==> config.mk <==
export PLATFORM = sky130hd
export DESIGN_NAME = motor_pwm_sequencer
export DESIGN_NICKNAME = d
export VERILOG_FILES = /design/src/rtl/motor_pwm_sequencer.sv
export SDC_FILE = /design/constraint.sdc
export NUM_CORES = 1
export LEC_CHECK = 0
export BUFFER_PORTS_ARGS = -buffer_cell sky130_fd_sc_hd__buf_2
export CELL_PAD_IN_SITES_DETAIL_PLACEMENT = 0
export CELL_PAD_IN_SITES_GLOBAL_PLACEMENT = 1
export CORE_MARGIN = 5
export CORE_UTILIZATION = 25
export CTS_CLUSTER_DIAMETER = 60
export CTS_CLUSTER_SIZE = 24
export DETAILED_ROUTE_END_ITERATION = 7
export PLACE_DENSITY_LB_ADDON = 0.1
export SLEW_MARGIN = 20
export SYNTH_ARGS = -nofsm -noshare
export SYNTH_HDL_FRONTEND = slang
export SYNTH_SLANG_ARGS = --single-unit
==> constraint.sdc <==
create_clock -name clk -period 5.6 [get_ports clk]
set_input_delay 0.28 -clock clk [delete_from_list [all_inputs] [get_ports clk]]
set_output_delay 0.28 -clock clk [all_outputs]
set_load 0.01 [all_outputs]
==> src/rtl/motor_pwm_sequencer.sv <==
// ESC arming sequencer and throttle slew limiter for four motor PWM channels.
// Drives time_work/period for each channel and applies the command timeout fallback.
module motor_pwm_sequencer #(
    parameter int unsigned PERIOD_US      = 20000,
    parameter int unsigned MIN_US         = 1000,
    parameter int unsigned MAX_US         = 2000,
    parameter int unsigned ARM_FRAMES     = 100,
    parameter int unsigned STEP_US        = 10,
    parameter int unsigned TIMEOUT_FRAMES = 25
) (
    input  logic        clk,
    input  logic        reset,
    input  logic        arm_req,
    input  logic        cmd_valid,
    output logic        cmd_ready,
    input  logic [1:0]  cmd_motor,
    input  logic [15:0] cmd_value,
    output logic [31:0] period,
    output logic [31:0] time_work0,
    output logic [31:0] time_work1,
    output logic [31:0] time_work2,
    output logic [31:0] time_work3,
    output logic        frame_tick,
    output logic [1:0]  state,
    output logic        timeout
);

    // state | meaning
    // IDLE  | motors off, time_work = 0, waiting for arm_req at a frame tick
    // ARM   | MIN_US pulses for ARM_FRAMES frames so the ESCs arm
    // RUN   | commands accepted, duties slew toward targets once per frame
    typedef enum logic [1:0] {
        ST_IDLE = 2'b00,
        ST_ARM  = 2'b01,
        ST_RUN  = 2'b10
    } state_t;

    localparam logic [31:0] C_PERIOD   = 32'(PERIOD_US);
    localparam logic [31:0] C_LAST     = 32'(PERIOD_US - 1);
    localparam logic [15:0] C_MIN      = 16'(MIN_US);
    localparam logic [15:0] C_MAX      = 16'(MAX_US);
    localparam logic [15:0] C_STEP     = 16'(STEP_US);
    localparam logic [15:0] C_ARM_LAST = 16'(ARM_FRAMES - 1);
    localparam logic [15:0] C_TO       = 16'(TIMEOUT_FRAMES);
    localparam logic [15:0] C_TO_LAST  = 16'(TIMEOUT_FRAMES - 1);

    state_t      r_state, w_state_nxt;
    logic [31:0] r_frame_cnt, w_frame_cnt_nxt;
    logic        r_frame_tick;
    logic [15:0] r_arm_cnt, w_arm_cnt_nxt;
    logic [15:0] r_to_cnt, w_to_cnt_nxt;
    logic        r_timeout, w_timeout_nxt;
    logic        r_cmd_ready;
    logic [15:0] r_target [4];
    logic [15:0] w_target_nxt [4];
    logic [15:0] r_duty [4];
    logic [15:0] w_duty_nxt [4];
    logic        w_accept;
    logic [15:0] w_cmd_clamped;

    function automatic logic [15:0] f_slew(input logic [15:0] d, input logic [15:0] t);
        logic [15:0] diff;
        if (t > d) begin
            diff = t - d;
            return d + ((diff > C_STEP) ? C_STEP : diff);
        end else if (t < d) begin
            diff = d - t;
            return d - ((diff > C_STEP) ? C_STEP : diff);
        end
        return d;
    endfunction

    assign w_frame_cnt_nxt = (r_frame_cnt == C_LAST) ? 32'd0 : r_frame_cnt + 32'd1;
    assign w_accept        = r_cmd_ready & cmd_valid;
    assign w_cmd_clamped   = (cmd_value < C_MIN) ? C_MIN :
                             (cmd_value > C_MAX) ? C_MAX : cmd_value;

    always_ff @(posedge clk or negedge reset) begin
        if (!reset) begin
            r_frame_cnt  <= 32'd0;
            r_frame_tick <= 1'b0;
        end else begin
            r_frame_cnt  <= w_frame_cnt_nxt;
            r_frame_tick <= (w_frame_cnt_nxt == C_LAST);
        end
    end

    always_ff @(posedge clk or negedge reset) begin
        if (!reset) begin
            r_state     <= ST_IDLE;
            r_cmd_ready <= 1'b0;
        end else begin
            r_state     <= w_state_nxt;
            r_cmd_ready <= (w_state_nxt == ST_RUN);
        end
    end

    always_ff @(posedge clk or negedge reset) begin
        if (!reset) begin
            r_arm_cnt <= 16'd0;
            r_to_cnt  <= 16'd0;
            r_timeout <= 1'b0;
            for (int i = 0; i < 4; i++) begin
                r_target[i] <= 16'd0;
                r_duty[i]   <= 16'd0;
            end
        end else begin
            r_arm_cnt <= w_arm_cnt_nxt;
            r_to_cnt  <= w_to_cnt_nxt;
            r_timeout <= w_timeout_nxt;
            for (int i = 0; i < 4; i++) begin
                r_target[i] <= w_target_nxt[i];
                r_duty[i]   <= w_duty_nxt[i];
            end
        end
    end

    always_comb begin
        w_state_nxt   = r_state;
        w_arm_cnt_nxt = r_arm_cnt;
        w_to_cnt_nxt  = r_to_cnt;
        w_timeout_nxt = r_timeout;
        for (int i = 0; i < 4; i++) begin
            w_target_nxt[i] = r_target[i];
            w_duty_nxt[i]   = r_duty[i];
        end

        case (r_state)
            ST_IDLE: begin
                if (r_frame_tick && arm_req) begin
                    w_state_nxt   = ST_ARM;
                    w_arm_cnt_nxt = 16'd0;
                    for (int i = 0; i < 4; i++) w_duty_nxt[i] = C_MIN;
                end
            end
            ST_ARM: begin
                if (!arm_req) begin
                    w_state_nxt = ST_IDLE;
                end else if (r_frame_tick) begin
                    if (r_arm_cnt == C_ARM_LAST) begin
                        w_state_nxt   = ST_RUN;
                        w_to_cnt_nxt  = 16'd0;
                        w_timeout_nxt = 1'b0;
                        for (int i = 0; i < 4; i++) w_target_nxt[i] = C_MIN;
                    end else begin
                        w_arm_cnt_nxt = r_arm_cnt + 16'd1;
                    end
                end
            end
            ST_RUN: begin
                if (!arm_req) begin
                    w_state_nxt = ST_IDLE;
                end else begin
                    // slew always uses the pre-command target on a shared tick
                    if (r_frame_tick) begin
                        for (int i = 0; i < 4; i++) w_duty_nxt[i] = f_slew(r_duty[i], r_target[i]);
                    end
                    if (w_accept) begin
                        w_target_nxt[cmd_motor] = w_cmd_clamped;
                        w_to_cnt_nxt            = 16'd0;
                        w_timeout_nxt           = 1'b0;
                    end else if (r_frame_tick && (r_to_cnt != C_TO)) begin
                        if (r_to_cnt == C_TO_LAST) begin
                            w_to_cnt_nxt  = C_TO;
                            w_timeout_nxt = 1'b1;
                            for (int i = 0; i < 4; i++) w_target_nxt[i] = C_MIN;
                        end else begin
                            w_to_cnt_nxt = r_to_cnt + 16'd1;
                        end
                    end
                end
            end
            default: w_state_nxt = ST_IDLE;
        endcase

        // leaving ARM/RUN drops the outputs at once, no ramp-down
        if (w_state_nxt == ST_IDLE) begin
            w_arm_cnt_nxt = 16'd0;
            w_to_cnt_nxt  = 16'd0;
            for (int i = 0; i < 4; i++) begin
                w_target_nxt[i] = 16'd0;
                w_duty_nxt[i]   = 16'd0;
            end
        end
    end

    assign period     = C_PERIOD;
    assign time_work0 = {16'd0, r_duty[0]};
    assign time_work1 = {16'd0, r_duty[1]};
    assign time_work2 = {16'd0, r_duty[2]};
    assign time_work3 = {16'd0, r_duty[3]};
    assign frame_tick = r_frame_tick;
    assign state      = r_state;
    assign timeout    = r_timeout;
    assign cmd_ready  = r_cmd_ready;

endmodule

==> results.md, run 1 <==
* Top_reg_cell synth: dfrtp_1
* Total CTS buffers at 17
* Hold Slack at 0.0930 ns
* Initial antenna violation count at 3
* Leakage at 11.5 nW
* Synth area leader: dfrtp_1
* Core area at 77500 µm²
* Clock Tree Buf Depth at 2
* CTS tree: built
* Slew @ Worst Pin at 1.01 ns
* # fillers at 8346
* Residual DRC at 0
* Critical Path Fanout Max at 3
* Total power at 2.86 mW
* Max_slew headroom at 32.2%
* Register area share after synthesis at 25.2%
* First-pass DRT Iterations at 5
* IO buf count at 90
* Critical Path Max Stage Delay at 0.41 ns
* Crit end category: register
* M1 WL at 35300 µm
* Reg-to-Reg Start: r_target[48]$_DFFE_PN0P_
* Gr ovfl total at 0
* Setup-failing EPs final at 0
* Startpoint Class: register
* CP bufs+invs at 4
* Top routing layer used: met5
* DP Worst Slack at -0.289 ns
* Final Hold Fails at 0
* Die Height at 290 µm
* Crit path kind: reg2reg
* Yosys warns at 0
* Worst-path clk slew at 0.08 ns
* Clock latency at the later pin of the worst-skew pair at 0.50 ns
* Status: finished clean
* Cell family with most CP delay: compound AO/OA/AOI/OAI gates
* CTS root buffer: clkbuf_16
* First-pass GRT wire length at 109000 µm
* VDD IR max at 0.243 mV
* Antenna viol nets, final at 0
* H-tree Lvls at 4
* Post-synth EDFFs at 0
* Power Density at 115 nW/µm²
* Final HPWL DP at 56900 µm
* Syn avg cell area at 8.07 µm²
* Drt initial violations at 1042
* NumNets Final at 3026
* Min Tclk post-route at 5.47 ns
* Crit path from: r_target[48]$_DFFE_PN0P_
* FF-to-FF path depth at 28
* Vias at 18600
* Die footprint at 83800 µm²
* FF-to-FF End: time_work0[14]$_DFFE_PN0P_
* Hold Crit Class: in2reg
* GPL Wtd Cong at 0.824
* Share of layout cells above drive strength 1 at 24.8%
* Max-cap violations at 0
* Async SR Flop Fraction at 100%
* Initial core utilization at 25.2%
* Setup ws final at 0.132 ns
* Flop-to-flop setup slack at 0.13 ns
* Distinct cells, synth at 92
* Slowest CP cell: fa_2
* Wire per inst at 18.6 µm
* Worst Path Required at 5.98 ns
* Highest Clock Rate at 183 MHz
* CP Depth at 28
* Cells after Synth at 2420
* Critical path arrival at 5.85 ns
* Post-synth top area share at 25.2%
* Largest net degree at the start of global routing at 113
* Met2 wire len at 33100 µm
* Slew Viols, Final at 0
* Global Route Usage Sum at 16.7%
* DRT Wirelength at 71800 µm
* Final Skew at 0.0223 ns
* Seq cells post-synth at 197
* Synthesis-to-layout area growth at 27.0%
* Final Cycle Share at 97.6%
* Clock Sinks at 197
* Die width at 290 µm
* Setup TNS at 0 ns
* Vias in the first global route at 18600
* Critical Path Sink: time_work0[14]$_DFFE_PN0P_
* Mapped cell area at 19500 µm²
* I/O Pins at 187
* Area contributors post-synth: dfrtp_1 (25%), ha_1 (12%), xnor2_1 (4.0%), o21ai_0 (3.9%), buf_4 (3.7%)
* Rows at 102
* RSZ-0062 raised after global routing: true
* Met3 routed WL at 2340 µm
* Via-to-Cell Ratio at 4.84
==> worst register-to-register path: cells and delay by family (launching register included) <==
kind | cells | cell delay [ns]
adders and majority gates | 4 | 1.00
DFF | 1 | 0.40
buffers and inverters | 4 | 0.36
and+or+nand+nor | 7 | 1.28
xor gates and xnor gates | 3 | 0.44
AOI/OAI and AO/OA | 10 | 1.86
==> worst min path at each step <==
stage / start / endpoint / slack (ns) / cells after the start
3_5_place_dp: reset / time_work0[15]$_DFFE_PN0P_ / 0.47 / 1
5_1_grt: arm_req / cmd_ready$_DFF_PN0_ / 0.07 / 2
3_3_place_gp: reset / time_work0[15]$_DFFE_PN0P_ / 0.46 / 1
4_1_cts: arm_req / cmd_ready$_DFF_PN0_ / 0.05 / 2
6_report: arm_req / cmd_ready$_DFF_PN0_ / 0.09 / 2
2_1_floorplan: reset / cmd_ready$_DFF_PN0_ / -0.02 / 0
==> cells in the final DEF (no fill, tap or decap), types with 40 or more instances in the layout <==
cell type	n
buf_4	368
dfrtp_1	196
nand2_1	191
inv_1	178
nor2_1	177
ha_1	176
o21ai_0	135
a21oi_1	120
conb_1	96
buf_2	89
xnor2_1	86
a21o_1	61
nand3_1	58
xor2_1	56
nor3_1	48
and2_1	40
==> where the power goes <==
part           total, mW        switching (mW)  internal [mW]
Combinational     0.0882                0.0782        0.00995
Clock               1.35                 0.670          0.680
Sequential          1.42  0.000000000000000715           1.42
==> logic make-up (layout without fill, tap and decap cells) <==
kind of cell / Yosys count / after routing / share of synthesized area, %
multiplexers: 20 / 20 / 1.07
XOR/XNOR: 149 / 149 / 6.68
adder cells (fa/ha/maj): 205 / 205 / 13.6
flip-flops: 197 / 197 / 25.2
AND/OR/NAND/NOR: 771 / 771 / 19.8
AO/OA/AOI/OAI: 693 / 693 / 24.2
buffers and inverters: 383 / 681 / 9.39
other: 2 / 97 / 0.0385
==> Yosys cell counts, drive strengths merged (41+ instances only) <==
cell type    n
nor3        51
a21o        61
xor2        59
a21oi      142
o21ai      165
buf        130
and2        41
dfrtp      197
xnor2       90
clkbuf      67
nor2       184
nand2      193
ha         193
nand3       62
inv        186
==> flip-flops by register name, summed over array words and instances (netlist names) <==
register     cells
time_work3      16
time_work2      16
r_to_cnt        16
r_arm_cnt       16
timeout          1
frame_tick       1
cmd_ready        1
r_frame_cnt     32
time_work1      16
time_work0      16
r_target        64
state            2
==> timing repair <==
item,in CTS,in global routing
hold buffers,1,0
resized for setup,38,151
buffers inserted,9,24
endpoints found under the setup margin,16,26
endpoints found under the hold margin,111,0
pin swaps,23,114
==> routing by layer <==
layer | up-vias | track usage [%]
met4 | 2 | 3.61
met3 | 54 | 2.41
met2 | 301 | 27.2
met5 | - | 0
met1 | 9024 | 23.4
li1 | 9249 | -
==> final cells by class <==
cell class	count	area, µm²	area share [%]
multi-input cells	1934	13900	56.2
clock buffers	21	480	1.94
flip-flops and latches	197	4930	19.9
inverters	186	703	2.84
clock inverters	11	134	0.540
well taps	1040	1300	5.25
diodes	1	2.50	0.0101
repair buffers	463	3300	13.3
==> metrics by stage <==
stage	utilization (%)	std cells	cell area, µm²
3_3_place_gp	29.8	3789	23100
2_1_floorplan	-	2514	19900
6_report	32.0	3853	24800
5_1_grt	32.0	3852	24800
3_5_place_dp	29.8	3789	23100
4_1_cts	30.9	3831	24000
Power figures use the tool's default switching activity.
==> run 2: changes to the inputs <==
--- a/config.mk
+++ b/config.mk
@@ -6,8 +6,8 @@
 export NUM_CORES = 1
 export LEC_CHECK = 0
 export BUFFER_PORTS_ARGS = -buffer_cell sky130_fd_sc_hd__buf_2
-export CELL_PAD_IN_SITES_DETAIL_PLACEMENT = 0
-export CELL_PAD_IN_SITES_GLOBAL_PLACEMENT = 1
+export CELL_PAD_IN_SITES_DETAIL_PLACEMENT = 1
+export CELL_PAD_IN_SITES_GLOBAL_PLACEMENT = 2
 export CORE_MARGIN = 5
 export CORE_UTILIZATION = 25
 export CTS_CLUSTER_DIAMETER = 60
==> run 2 against run 1 <==
Sequential cell count stayed put; fmax is 1.1% lower; critical path depth stayed put; combinational power is 2% higher; non-clock buffer count is 32 higher; largest cell class unchanged; largest power group is now clock; clock skew is 0.0088 ns lower.
==> results.md, run 2 (synthesized netlist as in run 1, its figures left out) <==
* Commonest non-fill, non-tap cell in the layout: buf_4
* Clock latency at the later pin of the worst-skew pair at 0.50 ns (about the same)
* Slew @ Worst Pin at 0.987 ns (-0.0232 ns)
* Vias in the first global route at 20000 (+8.0%)
* Drt initial violations at 732 (-30%)
* Startpoint Class: register
* I/O Pins at 187 (unchanged)
* Power Internal at 2.20 mW (+4.3%)
* Clock Sinks at 197 (unchanged)
* Crit end category: register
* FF-to-FF End: time_work2[14]$_DFFE_PN0P_
* Hold Path Cell Cnt at 2 (unchanged)
* H-tree Lvls at 4 (unchanged)
* CTS tree: built
* Critical Path Fanout Max at 3 (unchanged)
* Residual DRC at 0 (unchanged)
* RSZ-0062 raised after global routing: true
* Initial antenna violation count at 4 (+1)
* Worst Path Required at 6.01 ns (+0.03 ns)
* Crit path kind: reg2reg
* Hold Crit Class: in2reg
* Status: finished clean
* NumNets Final at 3058 (+1.1%)
* Sw power at 0.779 mW (+4.1%)
* Gr ovfl total at 0 (unchanged)
* Reg-to-Reg Start: r_target[16]$_DFFE_PN0P_
* First-pass GRT wire length at 118000 µm (+8.3%)
* Die footprint at 83800 µm² (unchanged)
* Flop-to-flop setup slack at 0.07 ns (-0.06 ns)
* Worst-path clk slew at 0.09 ns (about the same)
* Flop pwr share at 47.7% (-2.0 points)
* Critical path arrival at 5.94 ns (+0.09 ns)
* Global Route Usage Sum at 18.0% (+1.3 points)
* Setup TNS at 0 ns (unchanged)
* DP Worst Slack at -0.467 ns (-0.178 ns)
* Hold_sp: arm_req
* Wire per inst at 19.8 µm (+6.4%)
* CTS root buffer: clkbuf_16
* Total CTS buffers at 17 (unchanged)
* Hold EP: cmd_ready$_DFF_PN0_
* Critical Path Max Stage Delay at 0.46 ns (+0.05 ns)
* Highest Clock Rate at 181 MHz (-1.1%)
* Logic pwr share at 3.0% (about the same)
* Antenna viol nets, final at 0 (unchanged)
* Most frequent cells in the layout: buf_4 (396), dfrtp_1 (195), nand2_1 (190)
* First-pass DRT Iterations at 4 (-1)
* Final Hold Fails at 0 (unchanged)
* Initial core utilization at 25.2% (unchanged)
* Max-cap violations at 0 (unchanged)
* Setup ws final at 0.0738 ns (-0.0584 ns)
* Share of layout cells above drive strength 1 at 26.2% (+1.5 points)
* DRT Wirelength at 77000 µm (+7.3%)
* VDD IR max at 0.245 mV (+0.59%)
* Final Skew at 0.0135 ns (-0.00882 ns)
* Final HPWL DP at 61500 µm (+8.3%)
* GPL Wtd Cong at 0.860 (+4.4%)
* FF-to-FF path depth at 28 (unchanged)
* Setup-failing EPs final at 0 (unchanged)
* Slew Viols, Final at 0 (unchanged)
* Synthesis-to-layout area growth at 28.8%
* Placed insts at 3819 (+0.79%)
* Reg with most FFs: r_target
* # fillers at 9267 (+11%)
* Fin util at 32.5% (+0.45 points)
* Via-to-Cell Ratio at 4.88 (+0.86%)
* Rows at 102 (unchanged)
* Top cell by count, worst path: buf_4
* Proportion of power drawn by the clock network at 49.3% (+2.1 points)
* Top flop regs: r_target: 64 flops, r_frame_cnt: 32 flops
* Largest register FFs at 64 (unchanged)
* Die Height at 290 µm (unchanged)
* Hold Slack at 0.107 ns (+0.0142 ns)
* Die width at 290 µm (unchanged)
* Sw Share at 26.1% (-0.045 points)
* Clock Tree Buf Depth at 2 (unchanged)
* Layout Cells excl Fill at 3886 (+0.86%)
* Max_slew headroom at 33.8% (+1.6 points)
* Min Tclk post-route at 5.53 ns (+0.0584 ns)
* IO buf count at 90 (unchanged)
* Largest net degree at the start of global routing at 101 (-11%)
* Power Density at 119 nW/µm² (+2.8%)
* Leakage at 11.7 nW (+1.6%)
* Final Cycle Share at 98.7% (+1.0 points)
* Vias at 19000 (+1.7%)
* Core area at 77500 µm² (unchanged)
* Slowest CP cell: fa_1
run 2: changes by cell type in the layout (fill, tap and decap cells not counted), sizes merged:
cell,delta
inv,+2
bufinv,+3
clkbuf,-4
diode,+1
clkinvlp,+1
clkinv,-2
buf,+32
run 2: layout make-up:
cell class | count | area, µm² | share of cell area (%)
multi-input cells | 1934 | 14000 | 55.7
inverters | 186 | 698 | 2.78
clock inverters | 15 | 238 | 0.945
diodes | 2 | 5.00 | 0.0199
well taps | 1040 | 1300 | 5.17
clock buffers | 17 | 425 | 1.69
flip-flops and latches | 197 | 4930 | 19.6
repair buffers | 495 | 3550 | 14.1
run 2: how the worst max path moves through the flow:
stage	endpoint	depth (start not counted)	startpoint	slack, ns
3_3_place_gp	time_work0[15]$_DFFE_PN0P_	27	r_target[48]$_DFFE_PN0P_	-0.36
5_1_grt	time_work3[15]$_DFFE_PN0P_	26	r_target[0]$_DFFE_PN0P_	-0.24
2_1_floorplan	time_work0[15]$_DFFE_PN0P_	23	time_work0[1]$_DFFE_PN0P_	0.01
4_1_cts	time_work1[15]$_DFFE_PN0P_	24	time_work1[1]$_DFFE_PN0P_	0.002
6_report	time_work2[14]$_DFFE_PN0P_	28	r_target[16]$_DFFE_PN0P_	0.07
3_5_place_dp	time_work0[15]$_DFFE_PN0P_	27	r_target[48]$_DFFE_PN0P_	-0.47
run 2: power by group through the flow:
stage               Sequential (mW)  Combinational [mW]  Clock (mW)
floorplan                      1.45              0.0835           0
global placement               1.45              0.0890           0
detailed placement             1.45              0.0903           0
CTS                            1.42              0.0911        1.53
global route                   1.42               0.105        1.58
finish                         1.42              0.0902        1.47
run 2: stage by stage:
step | total power [mW] | area, µm²
2_1_floorplan | 1.53 | 19900
3_3_place_gp | 1.54 | 23300
3_5_place_dp | 1.54 | 23300
6_report | 2.98 | 25100
4_1_cts | 3.05 | 24400
5_1_grt | 3.10 | 25100
run 2: layer usage:
| layer | part of all wire [%] | wire length (µm) | vias to the layer above | track usage, % |
|---|---|---|---|---|
| met1 | 48 | 37200 | 9401 | 24.6 |
| met5 | 0.017 | 13 | - | 0 |
| li1 | - | - | 9291 | - |
| met4 | 1.4 | 1090 | 2 | 3.61 |
| met3 | 2.8 | 2180 | 50 | 2.56 |
| met2 | 47 | 36500 | 207 | 30.5 |
run 2: worst max-delay path: cells and delay by family, from the launching register on:
family          cells  cell delay (ns)
compound gates     14             2.54
fa+ha+maj           3             1.00
buf+inv             5             0.63
simple gates        4             0.53
flops               1             0.38
mux                 1             0.17
xor+xnor            1             0.17
run 2: what timing repair did:
| action | CTS | global route |
|---|---|---|
| setup endpoints to repair | 19 | 25 |
| buffers inserted | 10 | 23 |
| hold buffers | 1 | 0 |
| pin swaps | 39 | 116 |
| hold endpoints to repair | 99 | 0 |
| resized for setup | 74 | 137 |
==> run 3: changes to the inputs <==
--- a/config.mk
+++ b/config.mk
@@ -9,7 +9,7 @@
 export CELL_PAD_IN_SITES_DETAIL_PLACEMENT = 1
 export CELL_PAD_IN_SITES_GLOBAL_PLACEMENT = 2
 export CORE_MARGIN = 5
-export CORE_UTILIZATION = 25
+export CORE_UTILIZATION = 33
 export CTS_CLUSTER_DIAMETER = 60
 export CTS_CLUSTER_SIZE = 24
 export DETAILED_ROUTE_END_ITERATION = 7
==> constraint.sdc (replaced) <==
create_clock -name clk -period 5.6 [get_ports clk]
set_input_delay 0.28 -clock clk [delete_from_list [all_inputs] [get_ports clk]]
set_output_delay 0.28 -clock clk [all_outputs]
set_load 0.1 [all_outputs]
==> run 3 against run 2 <==
Clock skew grew 0.0047 ns; sequential share of layout area is 0.96 points higher; final cell count decreased by 8.5%; critical endpoint is now time_work1[15]$_DFFE_PN0P_; largest cell class unchanged; largest power group is now sequential cells.
==> results.md, run 3 (synthesized netlist as in run 1, its figures left out) <==
* Die width at 253 µm (-13%)
* Status: finished clean
* Reg with most FFs: r_target
* Max-cap violations at 0 (unchanged)
* Gr ovfl total at 0 (unchanged)
* Hold EP: cmd_ready$_DFF_PN0_
* FF-to-FF path depth at 23 (-18%)
* Final Cycle Share at 98.2% (-0.47 points)
* Reg-to-Reg Start: time_work1[1]$_DFFE_PN0P_
* Critical path arrival at 5.87 ns (-0.07 ns)
* Antenna viol nets, final at 0 (unchanged)
* First-pass GRT wire length at 112000 µm (-5.3%)
* Slew Viols, Final at 0 (unchanged)
* Most frequent cells in the layout: buf_4 (336), nand2_1 (191), inv_1 (177)
* Hold Path Cell Cnt at 2 (unchanged)
* I/O Pins at 187 (unchanged)
* Vias at 19000 (+0.079%)
* Die footprint at 64200 µm² (-23%)
* Synthesis-to-layout area growth at 25.8%
* Wire per inst at 20.4 µm (+3.1%)
* Top flop regs: r_target: 64 flops, r_frame_cnt: 32 flops
* Total CTS buffers at 17 (unchanged)
* Finished Cell Area at 24600 µm² (-2.3%)
* Setup-failing EPs final at 0 (unchanged)
* Power Density at 126 nW/µm² (+6.7%)
* Clock Tree Buf Depth at 2 (unchanged)
* Vias in the first global route at 19800 (-1.3%)
* Crit path kind: reg2reg
* Die Height at 253 µm (-13%)
* Slew @ Worst Pin at 1.00 ns (+0.0162 ns)
* Leakage at 11.2 nW (-3.7%)
* VDD IR max at 0.192 mV (-21%)
* Hold Crit Class: in2reg
* Min Tclk post-route at 5.50 ns (-0.0265 ns)
* Setup TNS at 0 ns (unchanged)
* Global Route Usage Sum at 21.8% (+3.8 points)
* Total power at 3.11 mW (+4.2%)
* Fin util at 41.8% (+9.3 points)
* RSZ-0062 raised after global routing: true
* IO buf count at 90 (unchanged)
* CTS tree: built
* Initial antenna violation count at 1 (-3)
* Worst-path clk slew at 0.08 ns (about the same)
* Max_slew headroom at 32.7% (-1.1 points)
* GPL Wtd Cong at 0.893 (+3.9%)
* Largest net degree at the start of global routing at 143 (+42%)
* H-tree Lvls at 4 (unchanged)
* Residual DRC at 0 (unchanged)
* Initial core utilization at 33.2% (+8.0 points)
* Rows at 89 (-13%)
* Drt initial violations at 766 (+4.6%)
* Core area at 58800 µm² (-24%)
* Flop-to-flop setup slack at 0.10 ns (+0.03 ns)
* Post-DP Area at 22700 µm² (-2.7%)
* DRT Wirelength at 72600 µm (-5.7%)
* FF-to-FF End: time_work1[15]$_DFFE_PN0P_
* Critical Path Fanout Max at 4 (+1)
* Largest register FFs at 64 (unchanged)
* Commonest non-fill, non-tap cell in the layout: buf_4
* Highest Clock Rate at 182 MHz (+0.48%)
* Worst Path Required at 5.97 ns (-0.04 ns)
* Hold_sp: arm_req
* First-pass DRT Iterations at 5 (+1)
* Clock Sinks at 197 (unchanged)
* CTS root buffer: clkbuf_16
* Final HPWL DP at 56800 µm (-7.7%)
* Clock latency at the later pin of the worst-skew pair at 0.49 ns (about the same)
* NumNets Final at 2993 (-2.1%)
* Share of layout cells above drive strength 1 at 27.1% (+0.83 points)
* Via-to-Cell Ratio at 5.34 (+9.4%)
* Crit end category: register
* Final Skew at 0.0182 ns (+0.00470 ns)
* Startpoint Class: register
* Final Hold Fails at 0 (unchanged)
==> run 3: cell types whose count changed in the layout (fill, tap and decap cells not counted), sizes merged <==
cell      before  now
inv          193  192
bufinv         4    2
clkinvlp       1    2
buf          494  429
clkbuf        17   19
==> run 3: per-stage QoR <==
step           worst slack, ns  hold WS (ns)  cells
5_1_grt                 -0.163         0.117   3552
3_3_place_gp            -0.121         0.254   3487
2_1_floorplan          -0.0130       -0.0156   2514
6_report                 0.100         0.144   3554
4_1_cts                -0.0489        0.0969   3523
3_5_place_dp            -0.296         0.256   3487
==> run 3: how the worst max path moves through the flow <==
stage                                    from                          to  slack [ns]
floorplan           time_work0[0]$_DFFE_PN0P_  time_work0[15]$_DFFE_PN0P_       -0.01
CTS                  r_target[48]$_DFFE_PN0P_  time_work0[15]$_DFFE_PN0P_       -0.05
detailed placement  time_work0[6]$_DFFE_PN0P_  time_work0[15]$_DFFE_PN0P_       -0.30
finish              time_work1[1]$_DFFE_PN0P_  time_work1[15]$_DFFE_PN0P_        0.10
global route         r_target[16]$_DFFE_PN0P_  time_work2[15]$_DFFE_PN0P_       -0.16
global placement    time_work0[6]$_DFFE_PN0P_  time_work0[15]$_DFFE_PN0P_       -0.12
==> run 3: worst max-delay path: stages, from the launching register on <==
cell and delay [ns]:
dfrtp_4 0.51, inv_6 0.08, ha_4 0.20, nor2b_4 0.12, o2111a_2 0.29, or4_4 0.48, a32oi_2 0.19, o2111ai_2 0.16
a2111oi_4 0.39, nand3_2 0.17, or2_4 0.29, ha_4 0.18, xor2_1 0.16, o22a_1 0.21, ha_4 0.32, o2111ai_4 0.12
nand4_1 0.18, nand3_2 0.12, a21boi_2 0.20, o21ai_2 0.10, a211o_1 0.33, xnor2_2 0.20, o22ai_1 0.12, a22o_1 0.24
==> run 3: what timing repair did <==
item,in CTS,in global routing
hold buffers,1,0
endpoints found under the hold margin,55,0
gates resized for setup,48,167
setup endpoints to repair,13,29
gates cloned,0,0
pin swaps,30,114
setup buffers,3,29
==> run 3: routing by layer <==
metal	GRT usage (%)	vias up	routed length (µm)
met4	5.83	0	1540
met2	37.2	267	34900
met1	29.5	9470	34300
met5	0	-	0
li1	-	9153	-
met3	2.37	76	1820
==> run 3: area by class of cell <==
cell class	instances	area, µm²
fillers	6964	34200
multi-input cells	1934	14200
flip-flops and latches	197	5050
repair buffers	430	3040
well taps	773	967
inverters	186	703
clock buffers	19	453
clock inverters	13	161
diodes	2	5.00
==> run 3: where the power goes <==
part / internal, mW / switching [mW] / leakage [nW]
clock network: 0.698 / 0.649 / 0.297
logic: 0.0100 / 0.329 / 8.30
registers: 1.42 / 0.000000000000000659 / 2.64
total: 2.13 / 0.978 / 11.2
